**src/rtl/seq_pkg.sv**
```systemverilog
// Shared types and constants for the processor instruction sequencer.
// Holds the sequencer state encoding, the instruction field positions of the
// 16-bit processor and the default instruction/result width.
package seq_pkg;

    localparam int DEF_DW  = 16;

    // Instruction word fields of the target processor
    localparam int OPC_MSB = 15;
    localparam int OPC_LSB = 13;
    localparam int IMM_BIT = 12;
    localparam int RX_MSB  = 11;
    localparam int RX_LSB  = 9;

    typedef enum logic [2:0] {
        IDLE,
        PRST,
        ISSUE,
        WAIT,
        RETIRE
    } state_t;

endpackage

```
**src/rtl/seq_fifo.sv**
```systemverilog
// Circular program buffer for the sequencer.
// Ports:
//   clk, reset      clock, async active-low reset
//   push, push_data write request and instruction word
//   pop             remove the head word (ignored when empty)
//   flush           discard all contents (wins over push/pop)
//   head            word at the read pointer
//   full, count     occupancy status
module seq_fifo #(
    parameter int DEPTH = 8,
    parameter int DW    = 16
) (
    input  logic                     clk,
    input  logic                     reset,
    input  logic                     push,
    input  logic [DW-1:0]            push_data,
    input  logic                     pop,
    input  logic                     flush,
    output logic [DW-1:0]            head,
    output logic                     full,
    output logic [$clog2(DEPTH):0]   count
);

    localparam int AW = $clog2(DEPTH);
    localparam int CW = AW + 1;

    logic [DW-1:0] mem [DEPTH];
    logic [AW-1:0] wr_ptr;
    logic [AW-1:0] rd_ptr;
    logic          do_push;
    logic          do_pop;

    assign full    = (count == CW'(DEPTH));
    assign do_pop  = pop && (count != '0);
    // A push into a full buffer still fits when the head leaves in the same cycle.
    assign do_push = push && !flush && (!full || do_pop);
    assign head    = mem[rd_ptr];

    always_ff @(posedge clk) begin
        if (do_push) begin
            mem[wr_ptr] <= push_data;
        end
    end

    always_ff @(posedge clk or negedge reset) begin
        if (!reset) begin
            wr_ptr <= '0;
            rd_ptr <= '0;
            count  <= '0;
        end else if (flush) begin
            wr_ptr <= '0;
            rd_ptr <= '0;
            count  <= '0;
        end else begin
            if (do_push) begin
                wr_ptr <= wr_ptr + AW'(1);
            end
            if (do_pop) begin
                rd_ptr <= rd_ptr + AW'(1);
            end
            case ({do_push, do_pop})
                2'b10:   count <= count + CW'(1);
                2'b01:   count <= count - CW'(1);
                default: count <= count;
            endcase
        end
    end

endmodule

```
**src/rtl/proc_sequencer.sv**
```systemverilog
// Instruction sequencer driving the 16-bit processor from a program buffer.
// For each buffered word: reset the processor, strobe run with the word,
// wait for done (bounded by TIMEOUT cycles), then report op as a result.
// Optional build macro SEQ_RETIRE_CNT_EN adds a 16-bit retired-instruction
// counter output (retire_cnt).
// Ports:
//   clk, reset                     clock, async active-low reset
//   wr_en, wr_data, full, count    host side of the program buffer
//   start, busy                    run control / status
//   proc_reset, proc_run, proc_din processor control and instruction
//   proc_done, proc_op             processor completion and result
//   res_data, res_valid            captured result and retire pulse
//   timeout_err                    sticky abort flag
//
// state  | meaning
// IDLE   | waiting for start with a non-empty buffer
// PRST   | processor held in reset, head word popped into proc_din
// ISSUE  | one-cycle run strobe
// WAIT   | waiting for proc_done, bounded by TIMEOUT cycles
// RETIRE | res_valid pulse, continue with next word or return to IDLE
module proc_sequencer
    import seq_pkg::*;
#(
    parameter int DEPTH   = 8,
    parameter int DW      = DEF_DW,
    parameter int TIMEOUT = 15
) (
    input  logic                     clk,
    input  logic                     reset,
    input  logic                     wr_en,
    input  logic [DW-1:0]            wr_data,
    output logic                     full,
    output logic [$clog2(DEPTH):0]   count,
    input  logic                     start,
    output logic                     busy,
    output logic                     proc_reset,
    output logic                     proc_run,
    output logic [DW-1:0]            proc_din,
    input  logic                     proc_done,
    input  logic [DW-1:0]            proc_op,
    output logic [DW-1:0]            res_data,
    output logic                     res_valid,
`ifdef SEQ_RETIRE_CNT_EN
    output logic [15:0]              retire_cnt,
`endif
    output logic                     timeout_err
);

    localparam int TW = $clog2(TIMEOUT + 1);

    state_t        state;
    state_t        state_nxt;
    logic [TW-1:0] wait_cnt;
    logic          fifo_pop;
    logic          fifo_flush;
    logic          wait_expired;
    logic          accept_start;
    logic [DW-1:0] fifo_head;

    seq_fifo #(
        .DEPTH (DEPTH),
        .DW    (DW)
    ) u_fifo (
        .clk       (clk),
        .reset     (reset),
        .push      (wr_en),
        .push_data (wr_data),
        .pop       (fifo_pop),
        .flush     (fifo_flush),
        .head      (fifo_head),
        .full      (full),
        .count     (count)
    );

    // Down-counter loaded in ISSUE; reaching zero without done marks the
    // TIMEOUT-th WAIT cycle.
    assign wait_expired = (state == WAIT) && !proc_done && (wait_cnt == '0);
    assign accept_start = (state == IDLE) && start && (count != '0);

    always_ff @(posedge clk or negedge reset) begin
        if (!reset) begin
            state <= IDLE;
        end else begin
            state <= state_nxt;
        end
    end

    always_comb begin
        state_nxt  = state;
        busy       = 1'b1;
        proc_reset = 1'b0;
        proc_run   = 1'b0;
        res_valid  = 1'b0;
        fifo_pop   = 1'b0;
        fifo_flush = 1'b0;
        case (state)
            IDLE: begin
                busy = 1'b0;
                if (accept_start) begin
                    state_nxt = PRST;
                end
            end
            PRST: begin
                proc_reset = 1'b1;
                fifo_pop   = 1'b1;
                state_nxt  = ISSUE;
            end
            ISSUE: begin
                proc_run  = 1'b1;
                state_nxt = WAIT;
            end
            WAIT: begin
                if (proc_done) begin
                    state_nxt = RETIRE;
                end else if (wait_expired) begin
                    fifo_flush = 1'b1;
                    state_nxt  = IDLE;
                end
            end
            RETIRE: begin
                res_valid = 1'b1;
                state_nxt = (count != '0) ? PRST : IDLE;
            end
            default: begin
                state_nxt = IDLE;
            end
        endcase
    end

    always_ff @(posedge clk or negedge reset) begin
        if (!reset) begin
            proc_din    <= '0;
            res_data    <= '0;
            wait_cnt    <= '0;
            timeout_err <= 1'b0;
        end else begin
            if (state == PRST) begin
                proc_din <= fifo_head;
            end
            if (state == ISSUE) begin
                wait_cnt <= TW'(TIMEOUT - 1);
            end else if (state == WAIT && !proc_done && wait_cnt != '0) begin
                wait_cnt <= wait_cnt - TW'(1);
            end
            if (state == WAIT && proc_done) begin
                res_data <= proc_op;
            end
            if (accept_start) begin
                timeout_err <= 1'b0;
            end else if (wait_expired) begin
                timeout_err <= 1'b1;
            end
        end
    end

`ifdef SEQ_RETIRE_CNT_EN
    always_ff @(posedge clk or negedge reset) begin
        if (!reset) begin
            retire_cnt <= '0;
        end else if (res_valid) begin
            retire_cnt <= retire_cnt + 16'd1;
        end
    end
`endif

endmodule

```
**config.mk**
```make
export PLATFORM = sky130hd
export DESIGN_NAME = proc_sequencer
export DESIGN_NICKNAME = d
export VERILOG_FILES = /design/src/rtl/seq_pkg.sv /design/src/rtl/seq_fifo.sv /design/src/rtl/proc_sequencer.sv
export SDC_FILE = /design/constraint.sdc
export NUM_CORES = 1
export LEC_CHECK = 0
export CAP_MARGIN = 30
export CELL_PAD_IN_SITES_DETAIL_PLACEMENT = 0
export CELL_PAD_IN_SITES_GLOBAL_PLACEMENT = 1
export CORE_ASPECT_RATIO = 0.5
export CORE_UTILIZATION = 53
export CTS_BUF_LIST = sky130_fd_sc_hd__clkbuf_8
export DETAILED_ROUTE_END_ITERATION = 8
export HOLD_SLACK_MARGIN = 0.06
export PLACE_DENSITY_LB_ADDON = 0.1
export SYNTH_ARGS = -nofsm -noshare
export SYNTH_HDL_FRONTEND = slang
export SYNTH_SLANG_ARGS = --single-unit
```
**constraint.sdc**
```tcl
create_clock -name clk -period 5.2 [get_ports clk]
set_input_delay 0.78 -clock clk [delete_from_list [all_inputs] [get_ports clk]]
set_output_delay 0.78 -clock clk [all_outputs]
set_load 0.01 [all_outputs]
```
After elaboration in Yosys (flattened, before gate mapping)
Memory sizes are Yosys's and may differ from the RTL's. A register that Yosys moved wholly into a read port is not among the register bits.
Index checks and enable logic that the tools add are counted.
- bits in registers: 34
- input bits: 37
- latch bits: 0
- ROM bits: 0
- RAM bits: 128
- memories: 1
- equality and inequality tests: 9
- div/mod/pow operators: 0
- shift operators: 0
- bitwise logic cells: 0
- multiply operators: 0
- $add $sub $neg: 5
- muxes and demuxes: 24
- magnitude comparators: 0
- reduce and logical (&&, ||, !) cells: 24
- memories (memory ; words ; bits a word ; rd ports ; clocked after memory_dff ; write ports ; line ; text):
    u_fifo.mem ; 8 ; 16 ; 1 ; 1 ; 1 ; seq_fifo.sv:27 ; logic [DW-1:0] mem [DEPTH];
- operator list (cell ; number):
    two-way mux 3 bit ; 7
    case mux 3 bit (5 select lines) ; 1
    two-way mux 1 bit ; 12
    two-way mux 4 bit ; 3
    logical AND 1 bit ; 9
    case mux 4 bit (2 select lines) ; 1
    nonzero test 2 bit ; 4
    nonzero test 4 bit ; 2
    subtractor 4 x 1 -> 4 bit (second input constant) ; 2
    adder 3 x 1 -> 3 bit (second input constant) ; 2
    == test 3 x 2 -> 1 bit (second input constant) ; 2
    adder 4 x 1 -> 4 bit (second input constant) ; 1
    == test 4 bit (second input constant) ; 1
    logical NOT 1 bit ; 4
    logical NOT 4 bit ; 1
    == test 3 x 1 -> 1 bit (second input constant) ; 1
    == test 3 bit (second input constant) ; 1
    logical NOT 3 bit ; 1
    != test 3 bit (second input constant) ; 1
    nonzero test 3 bit ; 1
    == test 2 x 1 -> 1 bit (second input constant) ; 1
    == test 2 bit (second input constant) ; 1
    != test 2 bit (second input constant) ; 1
    AND reduction 2 bit ; 1
    logical OR 1 bit ; 1

Longest topological paths before layout
- depth in word-level cells: 12
- gate-level depth with buffers: 10
- gate-level depth less buffers: 8

Cells and area by module
A second synthesis with hierarchy kept.
- cells, all modules: 388
- area, all modules: 7344.5 µm²
- modules (own cells, without submodules) (module ; cells each ; area an instance (µm²) ; times used ; sequential area each (µm²)):
    seq_fifo ; 274 ; 5582.9 ; 1 ; 4093.9
    proc_sequencer ; 114 ; 1761.7 ; 1 ; 1001.0

Worst setup path after synthesis
OpenSTA, ideal clock, no wires.
- path kind: reg-to-reg
- from: register state[1]
- to: memory u_fifo.mem[0][0], enable pin
- data required time: 4.791 ns
- arrival: 2.732 ns
- clock period less this slack: 3.141 ns
- stages on the path, launching flop included: 7
- path buffers: 2
- setup slack: 2.059 ns
- cells stage by stage: dfrtp_1 buf_6 or3b_1 buf_2 a221oi_4 nand2b_1 nor3_1
- cells in the longest elaborated chain, start to end: 11
- RTL lines (item ; line ; text):
    start: declaration ; proc_sequencer.sv:51 ; state_t state;
    start signal: assignment ; proc_sequencer.sv:84 ; state <= state_nxt;
    == test 3 x 2 -> 1 bit ; proc_sequencer.sv:77, proc_sequencer.sv:96 ;
    logical AND 1 bit (2 in series) ; proc_sequencer.sv:77 ; assign wait_expired = (state == WAIT) && !proc_done && (wait_cnt == '0);
    two-way mux 1 bit ; proc_sequencer.sv:115 ; end else if (wait_expired) begin
    two-way mux 1 bit ; proc_sequencer.sv:113 ; if (proc_done) begin
    two-way mux 1 bit ; proc_sequencer.sv:96 ; case (state)
    logical NOT 1 bit ; seq_fifo.sv:36 ; assign do_push = push && !flush && (!full || do_pop);
    logical AND 1 bit ; seq_fifo.sv:36 ;
    logical AND 1 bit (*) ; seq_fifo.sv:36 ;
    two-way mux 1 bit (*) ; seq_fifo.sv:40 ; if (do_push) begin
    two-way mux 1 bit (not written as such) (*) ; seq_fifo.sv:41 ; mem[wr_ptr] <= push_data;
    end: declaration ; seq_fifo.sv:27 ;
Every way passes the cells marked *; elsewhere a longest branch is shown, timed or not.

Worst setup path after layout
- from: register state[1]
- to: output proc_reset
- cells in the longest elaborated chain, start to end: 2
- RTL lines (item ; line ; text):
    == test 3 x 1 -> 1 bit ; proc_sequencer.sv:96 ;
    two-way mux 1 bit ; proc_sequencer.sv:96 ;
    end: declaration ; proc_sequencer.sv:36 ; output logic proc_reset,
No other way between the ends.

==> results summary <==
The flow ran to the end, and the final reports show no timing, DRC or antenna violations. The headroom to the max-slew limit is 0.427. The most instantiated flip-flop cell in the synthesis netlist is edfxtp_1. The post-route fraction of the period consumed by the critical path came out at 0.585. The final setup TNS is 0 ps. The largest clock skew in the final design came out at 23.6 ps. The initial antenna violation count came to 0.

The share of post-route cells with drive strength above 1 came out at 0.163. The total number of nets in the final design is approximately 550. The number of routed nets with antenna violations came out at 0. The clock tree buffer depth is 2. For this block, the routed nets add up to 13100 um of wire. The number of warnings reported in the yosys synthesis log came out at 0. The floorplan has 29 rows.

The global-route wire length before repair is 20900 um. The initial utilization of the core area, before any placement, comes to 0.547. The number of maximum-capacitance violations is 0.

The critical path data arrival time is 2260 ps. The clock latency on the worst-skew pair is 450 ps. The cell area power density came out at 536 nW/um^2. The total global-route track usage came out at 0.210. The number of hold-repair buffers added at the cts stage came out at 0. The area added between synthesis and finish is 19.9%.

From bottom edge to top edge, the die measures 83.2 um. STA classifies the critical path startpoint as a register. The maximum fanout along the worst path came out at 35. The post-synthesis register bit count is around 180.

Registers take just over 5000 um^2. The boundary pin count is 79. The global placer's final weighted congestion is 0.743. The net count after synthesis is ~460. The synthesized instance count came out at 419. The worst endpoint required time came out at ~4400 ps. The final-report hold violation count is 0.

The count of buffers added by post-CTS timing repair for setup is 0. The vias after detailed routing is 3723. In this run, CTS created clock tree buffers numbering 17. Yosys mapped the design onto 38 distinct sky130hd cell types. The count of buffers added on input and output ports is between 70 and 80. The worst setup slack before clock tree synthesis came out at 1820 ps. The largest net degree at the start of global routing came out at between 50 and 60.

The HPWL reported at the end of detailed placement is 8090 um. For this run the aggregate overflow at the end of global routing stands at 0. For the finished layout, the period the worst path requires is 3040 ps. The static power due to leakage is 3.09 nW. The number of inserted diodes came out at 0. The count of clock tree sinks came out at 178. The proportion of synthesized flip-flops having asynchronous set or reset is 0.281. Setup violations remaining at the end of the flow were counted as 0. The number of levels the H-tree was split into is 4. The number of vias per cell after detailed routing is 5.39.

The number of iterations in the first detailed-routing pass is 4. After clock tree synthesis, the clock-pin slew on the worst setup and hold paths is around 100 ps. The routed wirelength normalized by instance count is 18.9 um. Setup repair after global routing left no endpoint under its margin. Summing all multi-input logic gate instances after layout gives 1790 um^2. The total die area came out at ~14000 um^2. For this run, the register share of the synthesized area comes to 0.729.

The class of the tightest hold or removal check is input pin to async pin. In this run the horizontal extent of the chip is 164 um. The post-route DRC violation count is 0. The number of gates resized after cts is 0. Clock tree synthesis selected as its root buffer the cell clkbuf_8. The max-slew violation total from the final report is 0.

After filler insertion, the fill cell instance count of the layout stands at 937. TritonCTS built the clock tree. The fmax came out at 329 MHz. Averaged over all synthesized cells, the footprint is 16.7 um^2. The worst setup path is captured at an output pin.

Setup slack on the critical path of the routed design comes to 2160 ps. The count of flip-flops with a built-in enable after synthesis is roughly 130. The measured slew at the worst slew-check pin is 859 ps. The worst setup path is of the register to output pin kind.

The number of DRC markers after the initial detailed-route iteration came out at 355. The peak supply drop is 0.232 mV. The standard cell core area came out at 12800 um^2. The via count of the first global-routing pass came out at 3818. The cell area after synthesis is 6990 um^2.
[per-layer routing]
layer	global-route usage	routed length, um
met5	0	0
met2	0.325	6210
met4	0.0467	40
met3	0.0589	640
met1	0.302	6190
[flip-flops by register name, summed over array words and instances, names as in the netlist]
name / cells
u_fifo.wr_ptr: 3
res_data: 16
proc_din: 16
u_fifo.rd_ptr: 3
wait_cnt: 4
timeout_err: 1
u_fifo.mem: 128
u_fifo.count: 4
state: 3
[cell type report]
class,count,area share
sequential,178,0.609
multi-input combinational,214,0.213
timing repair buffer,90,0.104
clock buffer,17,0.0279
tap,170,0.0254
clock inverter,15,0.0172
inverter,7,0.00314
[report_power, final]
group / switching, W / internal, W / leakage (nW)
logic: 0.000699 / 0.000782 / 1.13
clock network: 0.000542 / 0.000354 / 0.194
registers: 0.000257 / 0.00186 / 1.77
[synth_stat cells (3+ instances only)]
cell type,instances,share of area
clkbuf_1,12,0.0064
a21oi_1,3,0.0021
mux4_2,32,0.10
xnor2_1,5,0.0063
xor2_1,4,0.0050
nand3_1,6,0.0043
nor2_1,18,0.0097
mux2i_1,18,0.026
buf_2,5,0.0036
inv_1,5,0.0027
nand2b_1,4,0.0036
edfxtp_1,128,0.55
ha_1,6,0.011
dfrtp_1,50,0.18
o21ai_0,18,0.013
nor3_1,3,0.0021
nand2_1,76,0.041
[cells by family after synthesis]
logic type	synth area share
buffers and inverters	0.0165
muxes	0.131
AOI/OAI and AO/OA	0.0249
and+or+nand+nor	0.0740
xor gates and xnor gates	0.0113
adders and majority gates	0.0136
DFF	0.729
[cell usage in the layout (no fill, tap or decap), drive strengths merged, types with 2 or more instances in the layout]
cell	synthesis	routed
nor4	2	2
o21ai	20	20
mux4	32	32
edfxtp	128	128
nor3b	2	2
nand3	6	6
nand2	76	76
dfrtp	50	50
xor2	4	4
ha	6	6
mux2i	18	18
inv	6	14
buf	8	13
nor3	3	3
clkbuf	12	17
a21oi	5	5
clkdlybuf4s50	0	77
xnor2	5	5
clkinv	1	7
nor2	18	18
nand2b	4	4
[per-stage QoR]
step | cell area [um^2] | hold slack (ps) | util | cells | power, W
after CTS | 8370 | 469 | 0.656 | 691 | 0.00455
after global placement | 7980 | 456 | 0.625 | 658 | 0.00361
final | 8370 | 458 | 0.656 | 691 | 0.00449
after floorplan | 6990 | 484 | - | 419 | 0.00302
after detailed placement | 8000 | 461 | 0.626 | 659 | 0.00365
after global routing | 8370 | 483 | 0.656 | 691 | 0.00477
[path summary, 6_finish.rpt]
path                                   from           endpoint  slack [ps]  depth (start not counted)
max in group asynchronous             reset   u_fifo.rd_ptr[0]        4230                          2
worst max register to register     state[1]  u_fifo.mem[7][10]        2190                          6
min in group clk                res_data[9]        res_data[9]         480                          2
worst max-delay path               state[1]         proc_reset        2160                          4
worst min-delay path                  reset        wait_cnt[2]         460                          2
worst min register to register  res_data[9]        res_data[9]         480                          2
[critical path: stages, from the launching register on]
cell and delay (ps):
dfrtp_1 470, or3b_1 390, buf_4 270, inv_2 140, clkdlybuf4s50_1 540
Power figures use the tool's default switching activity.
